===== src/rtl/cpmath_pkg.sv =====
// Shared constants and state encoding for the calculator math/display path.
package cpmath_pkg;

   typedef enum logic [1:0] {
      ST_IDLE  = 2'd0,
      ST_SHIFT = 2'd1,
      ST_DONE  = 2'd2
   } state_e;

   localparam int         BCD_DIGITS = 3;
   localparam int         MAX_MAG    = 999;
   localparam logic [3:0] ERR_DIGIT  = 4'hE;

endpackage


===== src/rtl/bcd_add3.sv =====
// Double-dabble nibble correction: add 3 to any BCD nibble of 5 or more.
module bcd_add3 (
   input  logic [3:0] in_nib,
   output logic [3:0] out_nib
);

   assign out_nib = (in_nib >= 4'd5) ? (in_nib + 4'd3) : in_nib;

endmodule


===== src/rtl/bcd_convert_ctrl.sv =====
// Sequential signed-binary to 3-digit BCD converter with held outputs for the
// seven-segment driver; one value in flight at a time.
module bcd_convert_ctrl
   import cpmath_pkg::*;
#(
   parameter int WIDTH       = 32,
   parameter int SHIFT_STEPS = 10
) (
   input  logic             clk,
   input  logic             rst,
   input  logic [WIDTH-1:0] in_data,
   input  logic             in_valid,
   output logic             in_ready,
   output logic [3:0]       digit0,
   output logic [3:0]       digit1,
   output logic [3:0]       digit2,
   output logic             out_neg,
   output logic             out_ovf,
   output logic             out_valid,
   input  logic             out_ready
);

   localparam int CNT_W  = $clog2(SHIFT_STEPS + 1);
   localparam int BCD_W  = 4 * BCD_DIGITS;
   localparam int WORK_W = BCD_W + SHIFT_STEPS;

   state_e                     state_q, state_d;
   logic [CNT_W-1:0]           cnt_q, cnt_d;
   logic [WORK_W-1:0]          work_q, work_d;
   logic [BCD_DIGITS-1:0][3:0] digit_q, digit_d;
   logic                       neg_q, neg_d;
   logic                       ovf_q, ovf_d;

   logic                       in_neg;
   logic [WIDTH-1:0]           mag;
   logic [BCD_DIGITS-1:0][3:0] nib_adj;
   logic [WORK_W-1:0]          corr;
   logic [WORK_W-1:0]          shifted;

   assign in_neg = in_data[WIDTH-1];
   assign mag    = in_neg ? (~in_data + WIDTH'(1)) : in_data;

   for (genvar i = 0; i < BCD_DIGITS; i++) begin : g_add3
      bcd_add3 u_add3 (
         .in_nib  (work_q[SHIFT_STEPS + 4*i +: 4]),
         .out_nib (nib_adj[i])
      );
   end

   assign corr    = {nib_adj, work_q[SHIFT_STEPS-1:0]};
   assign shifted = {corr[WORK_W-2:0], 1'b0};

   always_comb begin
      state_d = state_q;
      cnt_d   = cnt_q;
      work_d  = work_q;
      digit_d = digit_q;
      neg_d   = neg_q;
      ovf_d   = ovf_q;
      unique case (state_q)
         ST_IDLE: begin
            if (in_valid && in_ready) begin
               neg_d = in_neg;
               if (mag > WIDTH'(MAX_MAG)) begin
                  ovf_d   = 1'b1;
                  digit_d = {BCD_DIGITS{ERR_DIGIT}};
                  state_d = ST_DONE;
               end else begin
                  work_d  = {{BCD_W{1'b0}}, mag[SHIFT_STEPS-1:0]};
                  cnt_d   = '0;
                  state_d = ST_SHIFT;
               end
            end
         end
         ST_SHIFT: begin
            work_d = shifted;
            cnt_d  = cnt_q + CNT_W'(1);
            if (cnt_q == CNT_W'(SHIFT_STEPS - 1)) begin
               digit_d = shifted[WORK_W-1 -: BCD_W];
               // Bit shifted out of the hundreds nibble is always 0 for
               // magnitudes <= 999, so this clears the flag on a good result.
               ovf_d   = corr[WORK_W-1];
               state_d = ST_DONE;
            end
         end
         ST_DONE: begin
            if (out_ready) state_d = ST_IDLE;
         end
         default: state_d = ST_IDLE;
      endcase
   end

   always_ff @(posedge clk) begin
      if (rst) begin
         state_q <= ST_IDLE;
         cnt_q   <= '0;
         work_q  <= '0;
         digit_q <= '0;
         neg_q   <= 1'b0;
         ovf_q   <= 1'b0;
      end else begin
         state_q <= state_d;
         cnt_q   <= cnt_d;
         work_q  <= work_d;
         digit_q <= digit_d;
         neg_q   <= neg_d;
         ovf_q   <= ovf_d;
      end
   end

   assign in_ready  = (state_q == ST_IDLE) && !rst;
   assign out_valid = (state_q == ST_DONE);
   assign digit0    = digit_q[0];
   assign digit1    = digit_q[1];
   assign digit2    = digit_q[2];
   assign out_neg   = neg_q;
   assign out_ovf   = ovf_q;

endmodule


===== config.mk =====
export PLATFORM = sky130hd
export DESIGN_NAME = bcd_convert_ctrl
export DESIGN_NICKNAME = d
export VERILOG_FILES = /design/src/rtl/cpmath_pkg.sv /design/src/rtl/bcd_add3.sv /design/src/rtl/bcd_convert_ctrl.sv
export SDC_FILE = /design/constraint.sdc
export NUM_CORES = 1
export LEC_CHECK = 0
export BUFFER_PORTS_ARGS = -buffer_cell sky130_fd_sc_hd__buf_2
export CORE_MARGIN = 1.5
export CORE_UTILIZATION = 35
export CTS_CLUSTER_DIAMETER = 50
export DETAILED_ROUTE_END_ITERATION = 6
export GPL_TIMING_DRIVEN = 0
export SLEW_MARGIN = 20
export SYNTH_ARGS = -nofsm -noshare
export SYNTH_HDL_FRONTEND = slang
export SYNTH_SLANG_ARGS = --single-unit

===== constraint.sdc =====
create_clock -name clk -period 5.4 [get_ports clk]
set_input_delay 0.27 -clock clk [delete_from_list [all_inputs] [get_ports clk]]
set_output_delay 0.27 -clock clk [all_outputs]
set_load 0.1 [all_outputs]

After elaboration in Yosys (flattened, before gate mapping)
Index checks and enable logic that the tools add are counted.

Bits of input ports: 36. Logic and storage cells: 58. Flip-flop bits (word level): 42. Output and inout bits: 16.

Order comparisons: 4. Bitwise operators: 1. Muxes and demuxes: 23. Eq/ne operators: 8. Add/sub/neg operators: 5. Reductions and logical operators: 9.

Operator list (number): $mux 22 (2); $pmux 22 s2 (1); $mux 12 (3); $add 32x1->32 const B (1); $gt 32x10->1 const B (1); $mux 32 (1); $not 32->32 (1); $pmux 12 s2 (1); $mux 4 (5); $add 4x2->4 const B (3); $ge 4x3->1 const B (3); $mux 2 (4); $ne 2x2->1 const B (4); $pmux 4 s2 (1); $pmux 2 s3 (1); $reduce_and 3->1 (2); $add 4x1->4 const B (1); $eq 4x4->1 const B (1); $reduce_and 4->1 (1); $mux 1 (3); $eq 2x1->1 const B (1); $eq 2x2->1 const B (1); $logic_and 1x1->1 (2); $logic_not 2->1 (1); other kinds (5) (5).

Longest topological paths before layout
Depth in word-level cells: 7. Depth in mapped cells: 13. Depth with buffers taken out: 11.

By module
Synthesis repeated with hierarchy kept, for this count alone.

Cells, all modules: 475. Area total of the unflattened synthesis: 3674.8 um^2.

Modules (own cells, without submodules): bcd_convert_ctrl (sequential area each 840.8 um^2, times used 1, area an instance 3370.7 um^2, cells an instance 427); bcd_add3 (sequential area each 0.0 um^2, times used 3, area an instance 101.3 um^2, cells an instance 16).

Worst setup path before layout
OpenSTA, ideal clock, no wires.

Kind: reg-to-reg. From: register state_q[0]. To: register work_q[1]. Buffers on the path: 2. Required time: 5278 ps. Clock period less this slack: 3943 ps. Slack: 1457 ps. Cell stages (with the launch flop): 9. Data arrival time: 3821 ps. Setup time: 122 ps. Cell sequence: dfxtp_1 > clkbuf_1 > nor3_1 > and2_1 > and4_4 > nand3_4 > buf_6 > and4_1 > a311o_1.

Word-level cells in the longest chain between the ends: 5. Elaborated cells between the ends (all ways): 9. Classes of those cells: eq/ne (3); mux (1); reduce/logical (5).

RTL lines: from (decl) (RTL line bcd_convert_ctrl.sv:27) `state_e state_q, state_d;`; from (signal assigned) (RTL line bcd_convert_ctrl.sv:102) `state_q <= state_d;`; $logic_not 2->1 (RTL line bcd_convert_ctrl.sv:111) `assign in_ready = (state_q == ST_IDLE) && !rst;`; $logic_and 1x1->1 (RTL line bcd_convert_ctrl.sv:111); named net in_ready (RTL line bcd_convert_ctrl.sv:13) `output logic in_ready,`; $logic_and 1x1->1 (RTL line bcd_convert_ctrl.sv:62) `if (in_valid && in_ready) begin`; $ne 2x2->1 (no source line); $reduce_and 3->1 (no source line); to (signal assigned) (RTL line bcd_convert_ctrl.sv:104) `work_q <= work_d;`; to (decl) (RTL line bcd_convert_ctrl.sv:29) `logic [WORK_W-1:0] work_q, work_d;`.

The timed path passes the listed nets, and every way through them passes these cells. A chain may end at the register's enable or synchronous reset.

Worst setup path after layout
From: input port in_data[0]. To: register cnt_q[1].

Word-level cells in the longest chain between the ends: 6.

RTL lines: from (decl) (RTL line bcd_convert_ctrl.sv:11) `input logic [WIDTH-1:0] in_data,`; $not 32->32 (RTL line bcd_convert_ctrl.sv:41) `assign mag = in_neg ? (~in_data + WIDTH'(1)) : in_data;`; $add 32x1->32 (RTL line bcd_convert_ctrl.sv:41); $mux 32 * (RTL line bcd_convert_ctrl.sv:41); $gt 32x10->1 * (RTL line bcd_convert_ctrl.sv:64) `if (mag > WIDTH'(MAX_MAG)) begin`; $ne 2x2->1 (no source line) *; $reduce_and 3->1 (no source line) *; to (signal assigned) (RTL line bcd_convert_ctrl.sv:103) `cnt_q <= cnt_d;`; to (decl) (RTL line bcd_convert_ctrl.sv:28) `logic [CNT_W-1:0] cnt_q, cnt_d;`.

Every way passes the cells marked *; elsewhere a longest branch is shown, timed or not.

==> metrics.csv <==
stage,metric,value,unit
status,outcome,completed,
power,Power Density,193,mW/mm2
drt,drt wl/cell,16.0,um
clock_network,# H-tree levels,2,
synthesis,Synth Flop Type,dfxtp_1,
setup_path,CP Launch Type,input pin,
setup_path,kind of critical path,in2reg,
final_layout,antenna cells,0,
die,die area,0.00942,mm2
final_layout,Reg area,841,um2
die,die width,97.1,um
final_layout,share of layout cells above drive strength 1,0.175,
clock_network,cts bufs inserted,5,
synthesis,Post-Syn Nets,445,
drt,Post-DRT Antenna Nets,0,
die,Die H,97.1,um
synthesis,number of enable flip-flop cells after synthesis,0,
synthesis,post-synthesis cell type count,62,
setup_path,"Slowest-stage cell, CP",or4_1,
clock_network,"Clk pin slew, worst setup/hold paths",0.09,ns
timing,Max Clk Rate,304,MHz
final_layout,Final nets,500,
global_route,first-pass GRT wire length,15200,um
placed_design,Final Wtd Congestion,0.911,
timing,Clock Skew,0.0139,ns
power,leak pwr,1.29,nW
synthesis,"Seq/Total Area, Yosys",0.271,
synthesis,synth warn,0,
final_layout,area grow syn2layout,14.9,%
clock_network,hold_buf cts,0,
timing,Relative slew margins,0.555,
clock_network,clk root buf,clkbuf_8,
min_path,HP Class,in2reg,
clock_network,clk sinks,42,
global_route,largest net degree at the start of global routing,15,
synthesis,Netlist Area Pre-Place,0.00310,mm2
global_route,initial antenna violation count,0,
global_route,Global Route Usage Sum,0.195,
timing,Final Hold Fails,0,
setup_path,Critical Path RT,5.57,ns
clock_network,post_cts resized,0,
synthesis,ys async rst share,0,
synthesis,leading post-synthesis cells by cell area,"dfxtp_1 (27%), a21oi_1 (5.2%), nor2_1 (5.1%), nor4_1 (3.8%), ha_1 (3.6%)",
synthesis,#FFs+latches synth,42,
synthesis,Yosys top cell by area,dfxtp_1,
final_layout,Multi-input gate area,0.00208,mm2
setup_path,Worst Path Arrival,3.46,ns
synthesis,Avg Inst Size Synth,7.74,um2
synthesis,post-synth top area share,0.271,
placed_design,hpwl dp,6880,um
die,Core Box Area,0.00864,mm2
timing,Final Cycle Share,0.609,
drt,WL final,9020,um
timing,Setup TNS,0,ns
timing,# setup viols final,0,
timing,worst slew pin tran,0.665,ns
timing,"Slew Viols, Final",0,
global_route,vias in the first global route,3111,
clock_network,TritonCTS clock tree,done,
placed_design,Port Buf Inserts,48,
clock_network,Post-CTS Setup Bufs,0,
setup_path,crit-path most repeated cell,buf_2,
clock_network,later-pin clock latency in the skew report,0.30,ns
final_layout,Fillers,884,
final_layout,fin util,0.412,
timing,min Tclk post-route,3.29,ns
die,FP Rows,34,
clock_network,Clock Path Buffers,2,
drt,DRC errors left,0,
job,number of max-cap violations,0,
setup_path,CP endpoint kind,flip-flop,
drt,routed via count,3270,
drt,Via density,5.80,
power,peak supply drop,0.000101,V
die,num ports,52,
synthesis,Post-Synthesis Cells,400,
setup_path,crit-path max FO,10,
drt,DR iter-0 viols,218,
setup_path,CP Cell Sequence,"buf_2, inv_1, ha_1, nor4b_4, nand2_2, a221o_1, or4_1, o32ai_2, and4_4, nand3_4, buf_2, buf_2, a31oi_1, nor2_1",
global_route,GRT overflow,0,
drt,first-pass iteration count of the detailed router,5,
timing,RSZ-0062 raised after global routing,no,
die,Initial Utilization,0.359,
setup_path,slowest cell delay on critical path,0.46,ns
==> per-layer routing <==
metal | track usage | wire length, um | up-vias
met3 | 0.0309 | 445 | 9
met5 | 0 | 0 | -
met4 | 0.0468 | 80 | 0
met2 | 0.312 | 4080 | 86
li1 | - | - | 1636
met1 | 0.273 | 4410 | 1539
==> path summary, 6_finish.rpt <==
check	startpoint	end	slack, ns	cells past startpoint
max	in_data[0]	cnt_q[1]	2.11	14
min	out_ready	state_q[1]	0.27	3
max reg2reg	state_q[0]	cnt_q[1]	3.28	9
min reg2reg	digit0[2]	digit0[2]	0.47	1
==> layout by cell type, fill, tap and decap left out, types with 4 or more instances in the layout <==
cell type / synthesis / layout
nand2_1: 21 / 21
nand3_1: 15 / 15
ha_1: 9 / 9
nor2_1: 42 / 42
a21oi_1: 32 / 32
a31oi_1: 15 / 15
or2_2: 4 / 4
o21ai_0: 13 / 13
nand3b_1: 4 / 4
nor4_1: 19 / 19
nor3b_1: 4 / 4
inv_1: 17 / 17
nor2b_1: 4 / 4
clkbuf_8: 0 / 5
xnor2_1: 8 / 8
and3_1: 6 / 6
o41ai_1: 5 / 5
buf_2: 3 / 51
xor2_1: 5 / 5
a311o_1: 9 / 9
nand4_1: 5 / 5
o21a_1: 11 / 11
nor3_1: 17 / 17
dfxtp_1: 42 / 42
mux2i_1: 4 / 4
clkbuf_1: 17 / 17
and4_1: 11 / 11
nand2b_1: 7 / 7
==> layout make-up <==
cell class | instances | area share
tap | 108 | 0.0379
clock buffer | 5 | 0.0193
buffer | 23 | 0.0295
clock inverter | 3 | 0.00527
multi-input combinational | 317 | 0.585
timing repair buffer | 48 | 0.0675
sequential | 42 | 0.236
inverter | 18 | 0.0190
==> sequential cells by signal (all words and copies together), names as in the netlist <==
signal,count
state_q,2
out_ovf,1
digit0,4
cnt_q,4
work_q,22
digit2,4
digit1,4
out_neg,1
==> through the flow <==
step | setup WS (ns) | hold WS, ns | power, mW | instances | cell area [um2]
6_report | 2.11 | 0.272 | 0.688 | 564 | 3560
3_3_place_gp | 1.82 | 0.441 | 0.483 | 556 | 3470
4_1_cts | 2.11 | 0.268 | 0.691 | 564 | 3560
5_1_grt | 1.86 | 0.277 | 0.717 | 564 | 3560
2_1_floorplan | 1.46 | 0.410 | 0.435 | 400 | 3100
3_5_place_dp | 1.80 | 0.448 | 0.485 | 556 | 3470
==> cell families after synthesis <==
group	count (synthesis)	synth area share
AND/OR/NAND/NOR	180	0.338
buffers and inverters	41	0.0557
multiplexers	7	0.0238
AO/OA/AOI/OAI	108	0.237
XOR/XNOR	13	0.0368
flip-flops	42	0.271
adder cells (fa/ha/maj)	9	0.0363
==> cell usage after synthesis (3+ instances only) <==
| library cell | number |
|---|---|
| or2_2 | 4 |
| nor2b_1 | 4 |
| and3_1 | 6 |
| nor2_1 | 42 |
| nand4_1 | 5 |
| o22ai_1 | 3 |
| buf_2 | 3 |
| mux2i_1 | 4 |
| o21ai_0 | 13 |
| o21a_1 | 11 |
| xor2_1 | 5 |
| and4_1 | 11 |
| a21oi_1 | 32 |
| nand3b_1 | 4 |
| nor3b_1 | 4 |
| a31oi_1 | 15 |
| clkbuf_1 | 17 |
| ha_1 | 9 |
| dfxtp_1 | 42 |
| inv_1 | 17 |
| xnor2_1 | 8 |
| o41ai_1 | 5 |
| mux2_2 | 3 |
| nand2b_1 | 7 |
| nor3_1 | 17 |
| or4_1 | 3 |
| nand2_1 | 21 |
| nor4_1 | 19 |
| nand3_1 | 15 |
| a311o_1 | 9 |
==> worst max-delay path, delay by kind of cell <==
family / cells / cell delay (ns)
fa+ha+maj: 1 / 0.21
compound gates: 3 / 0.85
simple gates: 6 / 1.48
buf+inv: 4 / 0.64
==> where the power goes <==
group          leakage, nW  total (mW)  switching [mW]  internal (mW)
Clock               0.0483       0.210           0.119         0.0912
Combinational        0.897       0.160           0.118         0.0418
Sequential           0.341       0.319         0.00256          0.316
Total                 1.29       0.688           0.239          0.449
Power figures use the tool's default switching activity.
